**src/rtl/progressive_counter.sv**
```systemverilog
// Count-up seconds timer: counts whole seconds up to a 4-bit target while start is held.
// Optional macro PROGRESSIVE_COUNTER_AUTO_RESTART_EN re-arms the timer one second after DONE.
module progressive_counter #(
    parameter int CLOCK_FREQ = 50_000_000
) (
    input  logic       clock,
    input  logic       reset,
    input  logic       start,
    input  logic [3:0] seconds_target,
    output logic [6:0] hex5_seconds_elapsed,
    output logic       ledr9_finished,
    output logic [1:0] db_state
);

    localparam int PW = (CLOCK_FREQ > 1) ? $clog2(CLOCK_FREQ) : 1;
    localparam logic [PW-1:0] PRE_MAX = PW'(CLOCK_FREQ - 1);

    localparam logic [1:0] IDLE     = 2'b00;
    localparam logic [1:0] COUNTING = 2'b01;
    localparam logic [1:0] PAUSED   = 2'b10;
    localparam logic [1:0] DONE     = 2'b11;

    logic [1:0]    state_q, state_d;
    logic [3:0]    count_q, count_d;
    logic [3:0]    target_q, target_d;
    logic [PW-1:0] pre_q, pre_d;
    logic          finished_q, finished_d;
    logic          pre_run;
    logic          tick;

    // Valid/ready style handshakes do not apply here; start is a plain level enable.
`ifdef PROGRESSIVE_COUNTER_AUTO_RESTART_EN
    assign pre_run = (state_q == COUNTING) || ((state_q == DONE) && start);
`else
    assign pre_run = (state_q == COUNTING);
`endif
    assign tick = pre_run && (pre_q == PRE_MAX);

    always_comb begin
        state_d    = state_q;
        count_d    = count_q;
        target_d   = target_q;
        finished_d = finished_q;
        pre_d      = pre_q;
        if (pre_run) begin
            pre_d = tick ? '0 : pre_q + 1'b1;
        end
        case (state_q)
            IDLE: begin
                target_d   = seconds_target;
                count_d    = '0;
                pre_d      = '0;
                finished_d = 1'b0;
                if (start) begin
                    if (seconds_target != 4'd0) begin
                        state_d = COUNTING;
                    end else begin
                        state_d    = DONE;
                        finished_d = 1'b1;
                    end
                end
            end
            COUNTING: begin
                // A tick coinciding with start falling is still taken before pausing.
                if (tick) begin
                    count_d = count_q + 4'd1;
                end
                if (tick && (count_q + 4'd1 == target_q)) begin
                    state_d    = DONE;
                    finished_d = 1'b1;
                end else if (!start) begin
                    state_d = PAUSED;
                end
            end
            PAUSED: begin
                if (start) begin
                    state_d = COUNTING;
                end
            end
            DONE: begin
`ifdef PROGRESSIVE_COUNTER_AUTO_RESTART_EN
                if (tick) begin
                    count_d    = '0;
                    finished_d = 1'b0;
                    state_d    = COUNTING;
                end
`endif
            end
            default: state_d = IDLE;
        endcase
    end

    always_ff @(posedge clock) begin
        if (reset) begin
            state_q    <= IDLE;
            count_q    <= '0;
            target_q   <= '0;
            pre_q      <= '0;
            finished_q <= 1'b0;
        end else begin
            state_q    <= state_d;
            count_q    <= count_d;
            target_q   <= target_d;
            pre_q      <= pre_d;
            finished_q <= finished_d;
        end
    end

    function automatic logic [6:0] hexa7seg(input logic [3:0] v);
        case (v)
            4'h0:    hexa7seg = 7'b1000000;
            4'h1:    hexa7seg = 7'b1111001;
            4'h2:    hexa7seg = 7'b0100100;
            4'h3:    hexa7seg = 7'b0110000;
            4'h4:    hexa7seg = 7'b0011001;
            4'h5:    hexa7seg = 7'b0010010;
            4'h6:    hexa7seg = 7'b0000010;
            4'h7:    hexa7seg = 7'b1111000;
            4'h8:    hexa7seg = 7'b0000000;
            4'h9:    hexa7seg = 7'b0010000;
            4'hA:    hexa7seg = 7'b0001000;
            4'hB:    hexa7seg = 7'b0000011;
            4'hC:    hexa7seg = 7'b1000110;
            4'hD:    hexa7seg = 7'b0100001;
            4'hE:    hexa7seg = 7'b0000110;
            default: hexa7seg = 7'b0001110;
        endcase
    endfunction

    assign hex5_seconds_elapsed = hexa7seg(count_q);
    assign ledr9_finished       = finished_q;
    assign db_state             = state_q;

endmodule

```
**config.mk**
```make
export PLATFORM = sky130hd
export DESIGN_NAME = progressive_counter
export DESIGN_NICKNAME = d
export VERILOG_FILES = /design/src/rtl/progressive_counter.sv
export SDC_FILE = /design/constraint.sdc
export NUM_CORES = 1
export LEC_CHECK = 0
export ABC_CLOCK_PERIOD_IN_PS = 3130
export BUFFER_PORTS_ARGS = -buffer_cell sky130_fd_sc_hd__clkbuf_2
export CAP_MARGIN = 20
export CORE_MARGIN = 4
export CORE_UTILIZATION = 40
export CTS_CLUSTER_DIAMETER = 60
export CTS_CLUSTER_SIZE = 20
export DETAILED_ROUTE_END_ITERATION = 6
export MAX_ROUTING_LAYER = met4
export PLACE_DENSITY_LB_ADDON = 0.1
export REMOVE_ABC_BUFFERS = 1
export SKIP_CTS_REPAIR_TIMING = 1
export SYNTH_ARGS = -nofsm -noshare
export SYNTH_HDL_FRONTEND = slang
export SYNTH_SLANG_ARGS = --single-unit
```
**constraint.sdc**
```tcl
create_clock -name clock -period 3.13 [get_ports clock]
set_input_delay 0.4695 -clock clock [delete_from_list [all_inputs] [get_ports clock]]
set_output_delay 0.4695 -clock clock [all_outputs]
set_load 0.02 [all_outputs]
```
-- After elaboration in Yosys (flattened, before gate mapping)
Memory sizes are Yosys's and may differ from the RTL's. A register that Yosys moved wholly into a read port is not among the register bits.
Index checks and enable logic that the tools add are counted.
- bits in read-only memories: 112
- memories: 1
- logic and storage cells: 42
- bits of input ports: 7
- bits in registers: 37
- output and inout bits: 10
- reductions and logical operators: 10
- mux-type cells: 15
- add/sub/neg operators: 2
- equal/unequal tests: 9
- memory list (memory ; depth ; bits a word ; rd ports ; clocked after Yosys merged registers in ; write ports ; RTL line ; source):
    (name not given) ; 16 ; 7 ; 1 ; 1 ; 0 ; 110 ; case (v)
- operators with widths (kind ; count):
    $add A26 B1 Y26 const B ; 1
    $eq A26 B26 Y1 const B ; 1
    $mux W26 ; 1
    $mux W4 ; 3
    $mux W2 ; 5
    $pmux W4 S2 ; 1
    $pmux W2 S3 ; 1
    $add A4 B1 Y4 const B ; 1
    $eq A4 B4 Y1 ; 1
    $ne A2 B1 Y1 const B ; 2
    $ne A2 B2 Y1 const B ; 2
    $reduce_and A2 Y1 ; 2
    $reduce_and A4 Y1 ; 1
    $reduce_bool A4 Y1 ; 1
    $mux W1 ; 3
    $ne A3 B2 Y1 const B ; 1
    $reduce_bool A3 Y1 ; 1
    $eq A2 B1 Y1 const B ; 1
    $eq A2 B2 Y1 const B ; 1
    $logic_and A1 B1 Y1 ; 2
    $logic_not A2 Y1 ; 1
    $pmux W1 S2 ; 1
    $reduce_bool A2 Y1 ; 1
    $reduce_or A2 Y1 ; 1

-- Depth between registers and ports, before layout
- depth after elaboration: 6
- gate-level depth with buffers: 13
- gate-level depth less buffers: 12

-- Worst setup path after synthesis
OpenSTA, ideal clock, no wires.
- path kind: flip-flop to flip-flop
- start point: reg state_q[0], in the netlist db_state[0]
- end point: reg, netlist name hex5_seconds_elapsed[4]
- path slack: 175 ps
- clock period less this slack: 2955 ps
- data required time: 3014 ps
- buffers on the path: 1
- arrival: 2839 ps
- setup time: 116 ps
- stages on the path, launching flop included: 13
- cells stage by stage: dfxtp_1 > ha_1 > nand4_1 > or3_1 > nor2_1 > buf_2 > nand2_1 > a21oi_1 > inv_1 > ha_1 > inv_1 > nor2_1 > a31o_2
- cells in the longest elaborated chain, start to end: 6
- elaborated cells on any way between the ends: 9
- those cells by class: eq/ne (2); mux (3); reduce/logical (4)
- RTL lines (item ; RTL line ; source):
    from (decl) ; 23 ; logic [1:0] state_q, state_d;
    from (signal assigned) ; 101 ; state_q <= state_d;
    $eq A2 B1 Y1 ; 35, 48 ;
    $logic_and A1 B1 Y1 ; 37 ; assign tick = pre_run && (pre_q == PRE_MAX);
    $ne A2 B1 Y1 (no source line) ; -- ;
    $reduce_and A2 Y1 (no source line) ; -- ;
    $mux W4 (no source line) (*) (2 in a row) ; -- ;
Mark *: on every way between the ends. The rest lies on a longest branch, timed or not.
A chain may end at the register's enable or synchronous reset.

-- Worst setup path after layout
- start point: reg pre_q[17]
- end point: reg, netlist name hex5_seconds_elapsed[3]
- cells in the longest elaborated chain, start to end: 6
- RTL lines (item ; RTL line ; source):
    from (decl) ; 26 ; logic [PW-1:0] pre_q, pre_d;
    from (signal assigned) ; 104 ; pre_q <= pre_d;
    $eq A26 B26 Y1 ; 37 ;
    $logic_and A1 B1 Y1 ; 37 ;
    $ne A2 B1 Y1 (no source line) ; -- ;
    $reduce_and A2 Y1 (no source line) ; -- ;
    $mux W4 (no source line) (2 in a row) ; -- ;
Every way passes these cells.

==> results.txt <==
----------------------------------------------------
[Status]
  Outcome ... complete, no violations

[Power]
  Leakage Power ... 0.9818 nW
  Worst-case vdd ir drop ... 417.9 uV
  Combinational share of power ... 25.7%
  Switching Fraction ... 29.51%
  Share of total power in the clock network ... 33.1%
  Cell-internal power ... 0.001068 W
  Sequential cell fraction of total power ... 41.2%
  Reported net switching power ... 0.0004470 W
  Pwr/cell area ... 579.7 nW/um2

[Placement]
  PortBufs ... 16
  Post-place instance area ... 2484 um2
  Placed Cells incl. Taps ... 350
  Worst slack at placement ... 0.2161 ns
  Routability Congestion ... 0.8428
  Post-DP HPWL ... 3.470 mm

[CTS]
  Longest Clk Path Bufs ... 2
  Clock buffers created by TritonCTS ... 5
  Master cell of the clock root buffer ... sky130_fd_sc_hd__clkbuf_8
  Clock net sink count ... 44
  Maximum level of the CTS H-tree ... 2
  TritonCTS clock tree ... yes
  Clock-pin slew reported for the worst setup and hold paths after clock tree synthesis ... 0.08 ns
  Clk Latency, worst-skew pair ... 0.29 ns

[Route]
  WL per Instance ... 12.97 um
  Via count ... 1808
  Total detailed-routing wirelength ... 4.629 mm
  Number of nets with antenna violations after routing ... 0
  Length of the first detailed-routing pass in iterations ... 4
  Detail-routed via count per cell ... 5.064
  DRC violation count after routing ... 0
  Detailed router's first-iteration violation count ... 56

[Final layout]
  Fraction of layout cells with a size suffix above 1 ... 14.04%
  Total non-filler cell area in the finished layout ... 2613 um2
  P&R area growth vs syn ... 13.54%
  Non-filler cells, final ... 357
  Final standard cell utilization of the core ... 47.15%
  Final antenna diode count ... 0
  Total number of nets in the final design ... 304

[Logic synthesis]
  Commonest register cell after synthesis ... sky130_fd_sc_hd__dfxtp_1
  Register bit count reported by yosys ... 44
  Post-Synthesis Mean Instance Area ... 8.650 um2
  Count of mapped cells out of synthesis ... 266
  Number of warning messages in the yosys log ... 0
  Post-synthesis sequential area ratio ... 38.28%
  EDFF count, synth ... 0
  Distinct cells, synth ... 43
  Post-synthesis instance area ... 2301 um2
  Share of synthesized registers carrying an async set or reset ... 0%

[Critical path]
  Required time at the worst-slack endpoint ... 3.31 ns
  Endpoint arrival time on the critical path ... 3.09 ns
  Worst setup EP type ... flip-flop
  Cell chain of the critical path ... or4bb_1, or3_1, or3_2, a21oi_1, inv_1, ha_1, mux2i_1, mux2i_1
  Critical-path cell with the highest stage delay ... sky130_fd_sc_hd__or3_2
  Cell with the most instances on the worst path ... sky130_fd_sc_hd__mux2i_1
  Launching element type of the critical path ... flip-flop
  Crit Path Max Fanout ... 6
  CP Class ... reg2reg
  Largest stage delay on the critical path ... 0.49 ns

[GRT]
  First-pass GRT wire length ... 8.266 mm
  Overall fraction of global-route tracks in use ... 14.51%
  Overall overflow remaining after global route ... 0
  Maximum number of pins on one net before global-route repair ... 25
  Number of global-route vias before repair ... 1798
  Antenna violations before repair ... 0

[Die]
  Core area ... 5540 um2
  Number of core rows ... 27
  Die Ht ... 83.85 um
  Width of the die ... 83.85 um
  Effective utilization at floorplan ... 41.53%
  Die outline area ... 7030 um2
  I/O pin count ... 17

[Timing]
  Slew at the pin closest to its max-slew limit ... 0.6631 ns
  Min Clock Period, post-route ... 2.910 ns
  Minimum hold slack ... 0.4301 ns
  Setup repair after global routing missed its margin ... false
  Ratio of final minimum period to clock period ... 92.98%
  Peak Freq ... 343.6 MHz
  Worst rel slew slack ... 55.46%
  Setup WS post-layout ... 0.2196 ns
  Total count of hold-check failures in the final report ... 0
  Final count of pins violating max slew ... 0
  Post-route clock skew ... 0.007835 ns
  Final-report setup violation count ... 0

[Min path]
  Hold Path Class ... in2reg

[Run]
  Number of maximum-capacitance violations ... 0

----------------------------------------------------
==> area by class of cell <==
| class | count | area, um2 |
|---|---|---|
| clock buffer | 5 | 68.82 |
| multi-input combinational | 196 | 1320 |
| clock inverter | 2 | 60.06 |
| inverter | 14 | 52.55 |
| fill | 550 | 2928 |
| timing repair buffer | 24 | 140.1 |
| sequential | 44 | 880.8 |
| tap | 72 | 90.09 |
==> flip-flops by register name, indices dropped and copies added (netlist names) <==
name and cells:
db_state 2, hex5_seconds_elapsed 7, ledr9_finished 1, pre_q 26
target_q 4, count_q 4
==> path summary, 6_finish.rpt <==
kind / from / end / slack, ns / cells after the start
min: seconds_target[3] / target_q[3] / 0.43 / 3
max reg2reg: pre_q[17] / hex5_seconds_elapsed[3] / 0.22 / 8
min reg2reg: ledr9_finished / ledr9_finished / 0.48 / 2
max: pre_q[17] / hex5_seconds_elapsed[3] / 0.22 / 8
==> layout by cell type (no fill, tap or decap), types with 2 or more instances in the layout <==
cell type                   instances
sky130_fd_sc_hd__a211oi_1           3
sky130_fd_sc_hd__a21oi_1            6
sky130_fd_sc_hd__and3_1             2
sky130_fd_sc_hd__buf_4              8
sky130_fd_sc_hd__bufinv_16          2
sky130_fd_sc_hd__clkbuf_2          16
sky130_fd_sc_hd__clkbuf_8           5
sky130_fd_sc_hd__dfxtp_1           44
sky130_fd_sc_hd__ha_1              12
sky130_fd_sc_hd__inv_1             14
sky130_fd_sc_hd__mux2_2             4
sky130_fd_sc_hd__mux2i_1           12
sky130_fd_sc_hd__nand2_1           19
sky130_fd_sc_hd__nand2b_1           2
sky130_fd_sc_hd__nand3_1            7
sky130_fd_sc_hd__nand4_1           12
sky130_fd_sc_hd__nor2_1            51
sky130_fd_sc_hd__nor2b_1            2
sky130_fd_sc_hd__nor3_1             5
sky130_fd_sc_hd__nor4_1             2
sky130_fd_sc_hd__o211ai_1           2
sky130_fd_sc_hd__o22ai_1            2
sky130_fd_sc_hd__o32ai_1            2
sky130_fd_sc_hd__or3_1              2
sky130_fd_sc_hd__or4_1              2
sky130_fd_sc_hd__or4b_1             2
sky130_fd_sc_hd__xnor2_1           12
sky130_fd_sc_hd__xor2_1            17
==> synthesized netlist by cell type, drive strengths merged (2+ instances only) <==
| master | count | area (um2) |
|---|---|---|
| a211oi | 3 | 22.52 |
| a21oi | 6 | 30.03 |
| and3 | 3 | 20.02 |
| buf | 3 | 13.76 |
| clkbuf | 9 | 33.78 |
| dfxtp | 44 | 880.8 |
| ha | 12 | 150.1 |
| inv | 14 | 52.55 |
| mux2 | 4 | 45.04 |
| mux2i | 12 | 120.1 |
| nand2 | 19 | 71.32 |
| nand2b | 2 | 12.51 |
| nand3 | 7 | 35.03 |
| nand4 | 12 | 75.07 |
| nor2 | 51 | 191.4 |
| nor2b | 2 | 12.51 |
| nor3 | 5 | 25.02 |
| nor4 | 2 | 12.51 |
| o211ai | 2 | 15.01 |
| o22ai | 2 | 12.51 |
| o32ai | 2 | 17.52 |
| or3 | 3 | 20.02 |
| or4 | 3 | 26.27 |
| or4b | 2 | 20.02 |
| xnor2 | 12 | 105.1 |
| xor2 | 17 | 148.9 |
==> per-stage QoR <==
| stage | setup TNS [ns] | power (W) |
|---|---|---|
| after detailed placement | 0 | 0.001035 |
| after global routing | 0 | 0.001603 |
| after global placement | 0 | 0.001032 |
| final | 0 | 0.001515 |
| after floorplan | -1.145 | 0.0009122 |
| after CTS | 0 | 0.001543 |
==> power groups by stage <==
| stage | clock [W] | sequential [W] | combinational [W] |
|---|---|---|---|
| floorplan | 0 | 0.000654 | 0.000258 |
| global placement | 0 | 0.000637 | 0.000394 |
| detailed placement | 0 | 0.000640 | 0.000395 |
| CTS | 0.000520 | 0.000626 | 0.000396 |
| global route | 0.000537 | 0.000629 | 0.000436 |
| finish | 0.000501 | 0.000625 | 0.000389 |
==> logic make-up after synthesis <==
family                   share of synthesized area, %
adder cells (fa/ha/maj)                         6.525
AND/OR/NAND/NOR                                 23.49
XOR/XNOR                                        12.02
buffers and inverters                           4.350
multiplexers                                    7.178
flip-flops                                      38.28
AO/OA/AOI/OAI                                   8.157
==> metal layers <==
metal | global-route usage, % | wire [um]
met3 | 2.863 | 105
met1 | 19.25 | 2449
met2 | 22.56 | 2034
met5 | - | 0
met4 | 3.947 | 39
==> worst max-delay path, delay by kind of cell (launching register included) <==
family / cells / cell delay [ns]
AO/OA/AOI/OAI: 1 / 0.28
flip-flops: 1 / 0.40
buffers and inverters: 1 / 0.15
multiplexers: 2 / 0.21
adder cells (fa/ha/maj): 1 / 0.31
AND/OR/NAND/NOR: 3 / 1.44
Note: power is estimated with default switching activity, not from simulation.
